**config.mk**
```make
export PLATFORM = sky130hd
export DESIGN_NAME = lzd_norm
export DESIGN_NICKNAME = d
export VERILOG_FILES = /design/src/rtl/lzd_norm.sv
export SDC_FILE = /design/constraint.sdc
export NUM_CORES = 1
export LEC_CHECK = 0
export ABC_AREA = 1
export CAP_MARGIN = 15
export CORE_AREA = 4 4 222 138
export DETAILED_ROUTE_END_ITERATION = 7
export DIE_AREA = 0 0 226 142
export HOLD_SLACK_MARGIN = 0.02
export PLACE_DENSITY = 0.68
export SKIP_CTS_REPAIR_TIMING = 1
export SLEW_MARGIN = 5
export SYNTH_ARGS = -nofsm -noshare
export SYNTH_HDL_FRONTEND = slang
export SYNTH_SLANG_ARGS = --single-unit
```
**constraint.sdc**
```tcl
create_clock -name clk -period 11.4 [get_ports clk]
set_clock_uncertainty 0.2 [all_clocks]
set_input_delay 2.28 -clock clk [delete_from_list [all_inputs] [get_ports clk]]
set_output_delay 2.28 -clock clk [all_outputs]
set_load 0.03 [all_outputs]
```
**src/rtl/lzd_norm.sv**
```systemverilog
// lzd_norm: three-stage normalizer that left-shifts a mantissa to set its MSB,
// lowering the exponent and clamping at zero to yield denormals.
module lzd #(
  parameter int WIDTH = 64
) (
  input  logic [WIDTH-1:0]         data,
  output logic [$clog2(WIDTH)-1:0] zp,
  output logic                     valid
);
  localparam int LW = $clog2(WIDTH);
  always_comb begin
    zp = '0;
    for (int i = 0; i < WIDTH; i++) if (data[i]) zp = LW'(WIDTH - 1 - i);
  end
  assign valid = |data;
endmodule

module lzd_norm #(
  parameter int WIDTH = 64,
  parameter int EW    = 11
) (
  input  logic             clk,
  input  logic             rst_n,
  input  logic             in_valid,
  output logic             in_ready,
  input  logic [WIDTH-1:0] in_data,
  input  logic [EW-1:0]    in_exp,
  output logic             out_valid,
  input  logic             out_ready,
  output logic [WIDTH-1:0] out_data,
  output logic [EW-1:0]    out_exp,
  output logic             out_zero,
  output logic             out_denorm
);
  localparam int LW = $clog2(WIDTH);
  logic             stall, v1, v2, z1, dn1, z2, dn2, lzd_valid_unused;
  logic [WIDTH-1:0] d1, d2;
  logic [EW-1:0]    e1, e2, zpe;
  logic [LW-1:0]    zp, sh, sh2;
  assign stall    = out_valid && !out_ready;
  assign in_ready = !stall;
  lzd #(.WIDTH(WIDTH)) u_lzd (.data(d1), .zp(zp), .valid(lzd_valid_unused));
  assign zpe = EW'(zp);
  assign z1  = ~|d1;
  assign sh  = (zpe > e1) ? e1[LW-1:0] : zp;
  assign dn1 = (zpe > e1) && !z1;
  always_ff @(posedge clk) begin
    if (!rst_n) begin
      v1         <= 1'b0;
      v2         <= 1'b0;
      d1         <= '0;
      e1         <= '0;
      d2         <= '0;
      e2         <= '0;
      sh2        <= '0;
      z2         <= 1'b0;
      dn2        <= 1'b0;
      out_valid  <= 1'b0;
      out_data   <= '0;
      out_exp    <= '0;
      out_zero   <= 1'b0;
      out_denorm <= 1'b0;
    end else if (!stall) begin
      v1         <= in_valid && in_ready;
      d1         <= in_data;
      e1         <= in_exp;
      v2         <= v1;
      d2         <= d1 << {sh[LW-1:3], 3'b000};
      sh2        <= sh;
      e2         <= e1;
      z2         <= z1;
      dn2        <= dn1;
      out_valid  <= v2;
      out_data   <= d2 << sh2[2:0];
      out_exp    <= z2 ? '0 : e2 - EW'(sh2);
      out_zero   <= z2;
      out_denorm <= dn2;
    end
  end
endmodule

```
### Yosys cells after proc, flatten, opt, wreduce, memory -nomap -nowiden

Cells that the tools add are included.

| cells by class | value |
|---|---|
| add/sub/neg operators | 1 |
| shifts and indexed selects | 2 |
| mux-type cells | 66 |
| $lt $le $gt $ge | 1 |
| reductions and logical operators | 7 |

Operator list:

| operator | number |
|---|---|
| 2-to-1 mux 6 bit | 65 |
| OR reduction 64 bit | 1 |
| << shifter 64 x 3 -> 64 bit | 1 |
| << shifter 64 x 6 -> 64 bit | 1 |
| > comparator 6 x 11 -> 1 bit | 1 |
| 2-to-1 mux 11 bit | 1 |
| subtractor 11 x 6 -> 11 bit | 1 |
| logical AND 1 bit | 3 |
| logical NOT 1 bit | 3 |

| storage, ports and cells | value |
|---|---|
| output and inout port bits | 79 |
| bits in registers | 238 |
| word-level logic and storage cells | 91 |
| bits of input ports | 79 |

### Longest topological paths before layout

Gate-level depths: netlist (run 1).

| logic depth | value |
|---|---|
| depth after elaboration | 67 |
| depth in mapped cells | 84 |
| mapped depth without buffers | 82 |

### Modules after synthesis

From an unflattened synthesis (run 1), not the netlist that was laid out.

| second synthesis, totals | value |
|---|---|
| cells, all modules | 2,188 |
| area, all modules | 13,654.3 um^2 |

Modules (own cells, without submodules):

| module | times used | area each (um^2) | cells each | sequential area each (um^2) |
|---|---|---|---|---|
| lzd_norm | 1 | 12,633.4 | 1,957 | 4,764.6 |
| lzd | 1 | 1,021.0 | 231 | 0.0 |

### Worst setup path before layout (run 1)

No wires, ideal clock.

| timing path | value |
|---|---|
| path type | register -> register |
| start point | register d1[1] |
| end point | register d2[51] |
| period minus slack after synthesis | 5.702 ns |
| buffers on the path | 3 |
| data arrival time | 5.393 ns |
| stages on the path, launching flop included | 81 |
| slack | 5.698 ns |
| path through | dfxtp_1 inv_2 nand2_2 nand2_1 nand2_1 nand2_1 nand2_1 nand2_1 nand2_1 nand2_1 nand2_1 nand2_1 nand2_1 nand2_1 nand2_1 nand2_1 nand2_1 nand2_1 (+45 left out) nand2_2 nand2_1 ha_1 nand2_1 nor4_1 a311oi_1 nand2_4 inv_2 nand2_1 o21ai_1 clkbuf_1 clkbuf_1 buf_1 a21oi_1 o21ai_1 o211ai_1 nand2_1 inv_1 |

| on the way | value |
|---|---|
| cells in the longest elaborated chain, start to end | 66 |

Ends and longest elaborated chain:

| item | line | source |
|---|---|---|
| from (decl) | 37 | `logic [WIDTH-1:0] d1, d2;` |
| from (signal assigned) | 65 | `d1 <= in_data;` |
| 2-to-1 mux 6 bit * (63 in a row) | 13 | `for (int i = 0; i < WIDTH; i++) if (data[i]) zp = LW'(WIDTH - 1 - i);` |
| > comparator 6 x 11 -> 1 bit | 45 | `assign sh = (zpe > e1) ? e1[LW-1:0] : zp;` |
| 2-to-1 mux 6 bit * | 45 |  |
| << shifter 64 x 6 -> 64 bit * | 68 | `d2 <= d1 << {sh[LW-1:3], 3'b000};` |
| to (signal assigned) | 68 |  |
| to (decl) | 37 |  |

Every way passes the cells marked *; elsewhere a longest branch is shown, timed or not.
A chain may end at the register's enable or synchronous reset.

### Worst setup path after layout (run 1)

| timing path | value |
|---|---|
| start point | register d1[1] |
| end point | register d2[60] |

The elaborated chain is that of the path after synthesis.

==> results of run 1 <==
Yosys cell counts (20+ instances only):
cell / n / area [µm²]
a21oi_1: 160 / 801
a22oi_1: 20 / 150
clkbuf_1: 124 / 465
dfxtp_1: 238 / 4760
inv_1: 217 / 815
nand2_1: 516 / 1940
nand3_1: 22 / 110
nor2_1: 165 / 619
o211ai_1: 35 / 263
o21ai_0: 287 / 1440
o21ai_1: 37 / 185
o2bb2ai_1: 54 / 473
placed cells by master, fill, tap and decap left out, types with 3 or more instances in the layout:
| cell | instances |
|---|---|
| o211ai_1 | 35 |
| clkbuf_1 | 5 |
| a21oi_1 | 160 |
| or2_2 | 3 |
| ha_1 | 11 |
| o22ai_1 | 4 |
| inv_2 | 12 |
| o21ai_0 | 287 |
| nor2_1 | 163 |
| o31ai_1 | 5 |
| clkbuf_16 | 24 |
| inv_1 | 216 |
| a22oi_1 | 20 |
| mux2i_1 | 4 |
| nor3_1 | 12 |
| clkdlybuf4s50_1 | 156 |
| nand2_1 | 516 |
| clkbuf_8 | 7 |
| nand3_1 | 22 |
| clkinv_2 | 6 |
| buf_4 | 16 |
| a31oi_1 | 6 |
| dfxtp_1 | 236 |
| o21ai_1 | 36 |
| nor4_1 | 3 |
| o2bb2ai_1 | 54 |
area by class of cell:
cell class              count  area, µm²
multi-input cells        1364       6550
well taps                 375        469
fillers                  2870      13200
flip-flops and latches    238       4770
clock buffers              36        716
repair buffers            174       1720
clock inverters             8        104
inverters                 233        880
layer usage:
metal | share of wire | global-route usage | vias to the layer above
met5 | 0 | 0 | -
met4 | 0.017 | 0.0454 | 0
met3 | 0.077 | 0.0478 | 44
met2 | 0.42 | 0.373 | 445
met1 | 0.49 | 0.378 | 6003
li1 | - | - | 6571
kinds of logic after synthesis:
logic type                 count (synthesis)
DFF                                      238
buffers and inverters                    369
adders and majority gates                 12
xor gates and xnor gates                   2
AOI/OAI and AO/OA                        618
muxes                                      4
and+or+nand+nor                          728
critical path, delay by kind of cell (launching register included):
| kind | cells | cell delay [ns] |
|---|---|---|
| and+or+nand+nor | 70 | 4.22 |
| AOI/OAI and AO/OA | 4 | 1.36 |
| buffers and inverters | 4 | 0.92 |
| DFF | 1 | 0.32 |
| adders and majority gates | 1 | 0.28 |
power breakdown:
group | leakage [nW] | total [W] | switching, W | internal, W
registers | 1.97 | 0.000974 | 0.0000599 | 0.000914
logic | 4.39 | 0.000643 | 0.000418 | 0.000226
clock network | 0.403 | 0.000829 | 0.000348 | 0.000480
path summary, 6_finish.rpt:
kind / to / start
max reg2reg: d2[60] / d1[1]
min: out_exp[8] / out_exp[8]
max: d2[60] / d1[1]
min reg2reg: out_exp[8] / out_exp[8]
registers in the layout, summed over array words and instances, names as in the netlist:
| name | cells |
|---|---|
| d2 | 64 |
| v1 | 1 |
| v2 | 1 |
| d1 | 64 |
| out_data | 64 |
| out_zero | 1 |
| out_denorm | 1 |
| out_valid | 1 |
| out_exp | 11 |
| dn2 | 1 |
| z2 | 1 |
| sh2 | 6 |
| e2 | 11 |
| e1 | 11 |
stage by stage:
step	std cells	hold slack, ns	total power [W]
final	2428	0.267	0.00245
after global placement	2383	0.255	0.00162
after detailed placement	2383	0.263	0.00163
after global routing	2428	0.302	0.00258
after floorplan	1971	0.235	0.00139
after CTS	2427	0.273	0.00246
==> summary.md, run 1 <==
| Metric | Value |
|---|---|
| Status | completed |
| Vias/cell | between 5 and 6 |
| Grt total ovfl | 0 |
| Gate Count Post-Synth | 1971 |
| Largest net degree at the start of global routing | ~220 |
| Post-Route WL | 40900 µm |
| DP HPWL | about 30000 µm |
| Design Area, Final | around 0.015 mm² |
| Clk root buf | clkbuf_16 |
| Most common cell on crit path | nand2_1 |
| Gpl congestion | between 0.9 and 1 |
| Mean post-synth cell area | roughly 6.4 µm² |
| DRT Pass-1 Iters | 7 |
| Number of synthesized register bits | 238 |
| Main combinational cell family by area after synthesis | compound AO/OA/AOI/OAI gates |
| Critical Path Sink Type | flip-flop |
| First-pass GRT wire length | around 66000 µm |
| Clock Tree Buf Depth | 3 |
| H-tree depth | 1 |
| Yosys warnings | 0 |
| Register-to-Register Path Depth | 79 |
| Post-layout min period | 7.45 ns |
| Dpl ws | between 4 and 5 ns |
| Worst path required time | between 10 and 15 ns |
| Max-cap viol count | 0 |
| R2R setup slack | approximately 4.0 ns |
| Pwr dens | ~160 mW/mm² |
| Register area share after synthesis | 0.376 |
| Compound-gate portion of the synthesized area | 0.275 |
| F_max | around 130 MHz |
| Post-layout util | 0.535 |
| Top Ports | 158 |
| Worst setup margin | approximately 4.0 ns |
| Share of post-route cells with drive strength above 1 | 0.0414 |
| Hold Path Depth | 2 |
| Max incr delay on CP | roughly 0.74 ns |
| Die Ht | 142 µm |
| Max FO, Critical Path | 83 |
| Hold violation count in the final report | 0 |
| Worst-margin pin slew | approximately 0.97 ns |
| Worst path slowest cell | o21ai_4 |
| Initial Util | 0.446 |
| Initial antenna violation count | 0 |
| Simple logic cell fraction of the synthesized area | 0.222 |
| GRT Util Overall | 0.250 |
| Routed WL per cell | approximately 17 µm |
| RSZ-0062 raised after global routing | no |
| Final setup violation count | 0 |
| CTS tree | done |
| Syn nets | between 2000 and 2500 |
| Reg clk slew, reported paths | ~0.07 ns |
| Clock sink total | around 240 |
| Post-Synth Adder-Cell Area | 0.0124 |
| Final Cycle Share | 0.653 |
| Die X | between 200 and 250 µm |
| EDFF count, synth | 0 |
| Placement-stage cell area | about 0.014 mm² |
| Worst Path Arrival | approximately 7.7 ns |
| Worst Setup Start Kind | flip-flop |
| Final Slew Violations | 0 |
| # DRC | 0 |
| DRT iter0 DRCs | about 1400 |
| Synth Area in XOR/XNOR | 0.00138 |
| Die area | 0.0321 mm² |
| Area Growth Syn to Fin | 19.9% |
| Lkg Pwr | 6.76 nW |
| Netlist Area Pre-Place | 0.0127 mm² |
| Relative slew slack | 0.352 |
| DRT antenna net count | 0 |
| Port-buffer cells | between 150 and 200 |
| Number of buffers created by CTS | 24 |
| Yosys cell types | about 40 |
| Vias in the first global route | 11900 |
| Mux contribution to synthesized area | 0.00316 |
| Top FF cell, synth | dfxtp_1 |
| Max IR drop VDD | roughly 0.11 mV |
| Row cnt | 48 |
| Worst min path class | reg -> reg |
| Via count | roughly 13000 |
| Ys async rst share | 0 |
| Setup_tns | 0 ns |
| Worst-Skew Late Latency | 0.54 ns |
| Critical path class | reg -> reg |
| # diodes | 0 |
| Nets | between 2000 and 2500 |
| Core footprint | approximately 0.028 mm² |
Power figures use the tool's default switching activity.
==> inputs of run 2 (changes only) <==
- clock period: 11.4 -> 7.26 ns (I/O delays scaled with it)
==> run 2 against run 1 <==
Net effect:
- non-clock buffer count increased by 6
- sequential share of layout area is 0.20 points lower
- design area is 0.65% higher
- core utilization is 0.35 points higher
- largest power group unchanged
- count of clock-buffer cells in the layout stayed put
- total power is 59% higher
==> summary.md, run 2 (synthesis gave the netlist of run 1 again) <==
| Metric | Value |
|---|---|
| Clock sink total | between 200 and 250 |
| Initial antenna violation count | 0 |
| Post-Route WL | ~43000 µm |
| Number of buffers created by CTS | 25 |
| Final Slew Violations | 0 |
| Reg clk slew, reported paths | ~0.060 ns |
| Nets | 2133 |
| Max-cap viol count | 0 |
| Die area | 0.0321 mm² |
| Dpl ws | about 0.79 ns |
| # DRC | 0 |
| Max FO, Critical Path | 29 |
| DP HPWL | 30200 µm |
| Worst path bufs/invs | 3 |
| Area Growth Syn to Fin | 20.7% |
| Top Ports | between 150 and 200 |
| Placement-stage cell area | 0.0144 mm² |
| GRT Util Overall | 0.256 |
| Pint | between 0.002 and 0.003 W |
| DRT Pass-1 Iters | 6 |
| Worst-margin pin slew | approximately 1.1 ns |
| Critical Path Sink Type | flip-flop |
| Worst-Skew Late Latency | 0.55 ns |
| Grt total ovfl | 0 |
| Most common cell on crit path | nand2_1 |
| DRT antenna net count | 0 |
| Via count | approximately 13000 |
| Largest net degree at the start of global routing | 237 |
| DRT iter0 DRCs | between 1500 and 2000 |
| Comb pwr share | 0.265 |
| Status | completed |
| Critical path class | reg -> reg |
| Most frequent cells in the layout | 516 x nand2_1, 285 x o21ai_0, 236 x dfxtp_1 |
| Pwr dens | approximately 250 mW/mm² |
| Sw Share | 0.339 |
| Switching pwr | 0.00132 W |
| Post-layout min period | between 6 and 7 ns |
| Regs by FF count | d1 x64, d2 x64, out_data x64 |
| Port-buffer cells | approximately 160 |
| Clk root buf | clkbuf_16 |
| Initial Util | 0.446 |
| Lkg Pwr | 6.81 nW |
| Max IR drop VDD | between 0.15 and 0.2 mV |
| Gpl congestion | roughly 0.95 |
| Hold violation count in the final report | 0 |
| Worst path slowest cell | o21ai_4 |
| Flop pwr share | 0.395 |
| Die X | approximately 230 µm |
| Register Area | roughly 0.0048 mm² |
| Top delay family on crit path | simple AND/OR/NAND/NOR gates |
| Worst Path Arrival | about 6.8 ns |
| Commonest non-fill, non-tap cell in the layout | nand2_1 |
| CTS tree | done |
| Routed WL per cell | roughly 17 µm |
| Final setup violation count | 0 |
| Worst setup margin | between 0.7 and 0.8 ns |
| Multi-input combinational cell area | 0.00656 mm² |
| Vias/cell | 5.44 |
| First-pass GRT wire length | about 67000 µm |
| Die Ht | 142 µm |
| Layout filler cell count | ~2800 |
| Core footprint | between 0.02 and 0.03 mm² |
| Worst min path class | reg -> reg |
| Design Area, Final | approximately 0.015 mm² |
| Relative slew slack | 0.249 |
| RSZ-0062 raised after global routing | no |
| Vias in the first global route | 12200 |
| Final Cycle Share | 0.903 |
| # diodes | 0 |
| Max incr delay on CP | 0.36 ns |
| Clk pwr share | 0.341 |
| Share of post-route cells with drive strength above 1 | 0.0457 |
| Clock Tree Buf Depth | 3 |
| Worst Setup Start Kind | flip-flop |
| Worst path required time | around 7.5 ns |
| H-tree depth | 1 |
| Setup_tns | 0 ns |
| F_max | 152 MHz |
| Row cnt | between 40 and 50 |
-- run 2: cell type report --
class	count	share of cell area
multi-input combinational	1364	0.429
sequential	238	0.311
timing repair buffer	180	0.118
inverter	233	0.0575
clock buffer	36	0.0482
tap	375	0.0307
clock inverter	7	0.00580
-- run 2: final timing paths --
path / startpoint / endpoint / slack [ns] / depth (start not counted)
max reg2reg: d1[1] / d2[42] / 0.70 / 77
min: dn2 / dn2 / 0.27 / 2
min reg2reg: dn2 / dn2 / 0.27 / 2
max: d1[1] / d2[42] / 0.70 / 77
-- run 2: stage by stage --
| stage | util | hold WS [ns] | power [W] | std cells |
|---|---|---|---|---|
| after floorplan | - | 0.235 | 0.00219 | 1971 |
| after global placement | 0.507 | 0.256 | 0.00256 | 2386 |
| after detailed placement | 0.507 | 0.260 | 0.00256 | 2386 |
| after CTS | 0.536 | 0.272 | 0.00389 | 2429 |
| after global routing | 0.539 | 0.291 | 0.00408 | 2433 |
| final | 0.539 | 0.268 | 0.00388 | 2433 |
-- run 2: power groups by stage --
| stage | registers, W | clock network [W] | logic, W |
|---|---|---|---|
| detailed placement | 0.00156 | 0 | 0.00101 |
| floorplan | 0.00164 | 0 | 0.000547 |
| CTS | 0.00153 | 0.00134 | 0.00101 |
| global placement | 0.00156 | 0 | 0.000998 |
| global route | 0.00155 | 0.00139 | 0.00114 |
| finish | 0.00153 | 0.00132 | 0.00103 |
-- run 2: worst min-delay path, cell delays in order (launching register included) --
cell     delay (ns)
dfxtp_1        0.31
nand2_1        0.06
a21oi_1        0.05
-- run 2: routing by layer --
layer	share of wire	routed length [µm]	up-vias	global-route usage
li1	-	-	6558	-
met1	0.48	20400	6111	0.390
met2	0.42	18100	524	0.388
met3	0.081	3440	48	0.0421
met4	0.015	625	0	0.0409
met5	0	0	-	0
==> inputs of run 3 (changes only) <==
- ABC_AREA: 1 -> unset
- CORE_AREA: 4 4 222 138 -> 4 4 230 142
- DIE_AREA: 0 0 226 142 -> 0 0 234 146
==> run 3 against run 2 <==
Net effect:
- final cell count decreased by 18%
- register-to-register slack gained 0.45 ns
- sequential power hardly changed
- area after synthesis rose by 7.3%
- sequential share of layout area shrank 1.5 points
- critical path type unchanged
- largest power group unchanged
- highest routed layer unchanged
==> summary.md, run 3 <==
| Metric | Value |
|---|---|
| Port-buffer cells | between 150 and 200 |
| Vias/cell | 6.10 |
| Hold Path Depth | 2 |
| Setup_tns | 0 ns |
| Worst Setup Start Kind | flip-flop |
| Netlist Area Pre-Place | about 0.014 mm² |
| Compound-gate portion of the synthesized area | 0.220 |
| Multi-input combinational cell area | 0.00809 mm² |
| R2R setup slack | 1.15 ns |
| Top FF cell, synth | dfxtp_1 |
| Hold worst-path end | e2[0] |
| DRT antenna net count | 0 |
| Ys async rst share | 0 |
| Share of the synthesized area in the top cell type | 0.350 |
| Mux contribution to synthesized area | 0.163 |
| RSZ-0062 raised after global routing | no |
| Yosys cell types | slightly above 70 |
| Gate Count Post-Synth | between 1500 and 2000 |
| Share of post-route cells with drive strength above 1 | 0.102 |
| Post-Route WL | 43600 µm |
| EDFF count, synth | 0 |
| F_max | about 160 MHz |
| Most common library cells after synthesis | 341 x nand2_1, 238 x dfxtp_1, 103 x clkbuf_1 |
| Status | completed |
| Synth Area in XOR/XNOR | 0.00515 |
| Clk root buf | clkbuf_16 |
| Most frequent cells in the layout | 341 x nand2_1, 235 x dfxtp_1, 156 x clkdlybuf4s50_1 |
| Reg clk slew, reported paths | ~0.060 ns |
| Clock sink total | ~240 |
| Hold path start | e2[0] |
| Commonest non-fill, non-tap cell in the layout | nand2_1 |
| Register area share after synthesis | 0.350 |
| DRT iter0 DRCs | approximately 1400 |
| Synth top area cells | dfxtp_1 35%, mux4_2 14%, nand2_1 9.4% |
| Die X | roughly 230 µm |
| Row cnt | 50 |
| Number of buffers created by CTS | 26 |
| CTS tree | done |
| Post-Synth Adder-Cell Area | 0.0116 |
| Register-to-Register Path Depth | 16 |
| DP HPWL | 31200 µm |
| Placement-stage cell area | 0.0152 mm² |
| Mean post-synth cell area | 8.98 µm² |
| # DRC | 0 |
| Design Area, Final | 0.0161 mm² |
| Relative slew slack | 0.324 |
| Max IR drop VDD | between 0.15 and 0.2 mV |
| Vias in the first global route | around 11000 |
| Pwr dens | approximately 240 mW/mm² |
| GRT Util Overall | 0.250 |
| H-tree depth | 1 |
| DRT Pass-1 Iters | 6 |
| Simple logic cell fraction of the synthesized area | 0.195 |
| Yosys warnings | 0 |
| Syn nets | between 1500 and 2000 |
| Initial Util | 0.443 |
| Die area | about 0.034 mm² |
| Max FO, Critical Path | 26 |
| Clock Tree Buf Depth | 3 |
| Nets | between 1500 and 2000 |
| Largest net degree at the start of global routing | between 100 and 150 |
| Worst-margin pin slew | approximately 1.0 ns |
| Max-cap viol count | 0 |
| Hold violation count in the final report | 0 |
| # diodes | 0 |
| Lkg Pwr | between 6 and 7 nW |
| Top Ports | between 150 and 200 |
| Worst path required time | between 7 and 8 ns |
| Initial antenna violation count | 0 |
| Core footprint | 0.0307 mm² |
| Reg2reg start | d1[56] |
| Worst Path Arrival | around 6.4 ns |
| RR Endpoint | d2[52] |
| Main combinational cell family by area after synthesis | compound AO/OA/AOI/OAI gates |
| First-pass GRT wire length | a little under 70000 µm |
| Gpl congestion | 0.957 |
| Number of synthesized register bits | 238 |
| Area leader, netlist | dfxtp_1 |
| Register Area | around 0.0048 mm² |
| Routed WL per cell | around 22 µm |
| Final Cycle Share | 0.841 |
| Worst-Skew Late Latency | around 0.55 ns |
| Via count | 12200 |
| Most common cell in the netlist | nand2_1 |
| Post-layout min period | ~6.1 ns |
| Final setup violation count | 0 |
| Critical path class | reg -> reg |
| Worst min path class | reg -> reg |
| Grt total ovfl | 0 |
| Area Growth Syn to Fin | 18.4% |
| Layout filler cell count | 2827 |
| Critical Path Sink Type | flip-flop |
| Regs by FF count | d1 x64, d2 x64, out_data x64 |
| Die Ht | roughly 150 µm |
| Final Slew Violations | 0 |
-- run 3: worst max-delay path, cell delays in order (launching register included) --
cell	delay, ns
dfxtp_1	0.38
nor4_1	0.67
nand4_1	0.32
or4_1	0.48
a31oi_1	0.42
nor2_1	0.11
ha_1	0.32
nand2_1	0.07
o21ai_0	0.12
o2111ai_1	0.22
a21oi_1	0.14
a211oi_4	0.43
mux2_2	0.68
nand3_1	0.49
o221ai_1	0.63
a21o_1	0.21
o221a_1	0.16
-- run 3: report_power, final --
| part | switching (W) | internal [W] | leakage, nW | total, W |
|---|---|---|---|---|
| clock network | 0.000562 | 0.000832 | 0.437 | 0.00139 |
| logic | 0.000451 | 0.000399 | 4.07 | 0.000850 |
| registers | 0.000149 | 0.00141 | 1.96 | 0.00156 |
| total | 0.00116 | 0.00264 | 6.47 | 0.00380 |
-- run 3: layer usage --
metal  routed length [µm]  share of wire  global-route usage  vias up
met5                    0              0                   0        -
met4                  592          0.014              0.0365        0
met3                 4340           0.10              0.0677       49
met2                17700           0.41               0.348      559
met1                21000           0.48               0.393     5929
li1                     -              -                   -     5686
-- run 3: layout make-up --
type                    instances  share of cell area
multi-input cells            1101               0.502
repair buffers                173               0.106
well taps                     416              0.0323
clock inverters                14              0.0120
clock buffers                  32              0.0437
inverters                      31             0.00754
flip-flops and latches        238               0.296
-- run 3: worst max path at each step --
stage               startpoint  endpoint  slack (ns)
floorplan                d1[5]    d2[63]        2.46
global placement         d1[2]    d2[52]        1.36
detailed placement      d1[56]    d2[52]        1.42
CTS                     d1[56]    d2[52]        1.41
global route            d1[56]    d2[52]        0.93
finish                  d1[56]    d2[52]        1.15
-- run 3: kinds of logic (layout without fill, tap and decap cells) --
kind of cell               count (synthesis)  in the layout
AOI/OAI and AO/OA                        386            386
xor gates and xnor gates                   8              8
adders and majority gates                 12             12
buffers and inverters                    175            250
DFF                                      238            238
muxes                                    112            112
and+or+nand+nor                          583            583
-- run 3: metrics by stage --
stage	hold WS (ns)	power, W	setup slack (ns)	std cells	util
after floorplan	0.239	0.00212	2.46	1514	-
after global placement	0.249	0.00242	1.36	1959	0.495
after detailed placement	0.256	0.00243	1.42	1959	0.495
after CTS	0.272	0.00382	1.41	2005	0.524
after global routing	0.293	0.00397	0.933	2005	0.524
final	0.267	0.00380	1.15	2005	0.524
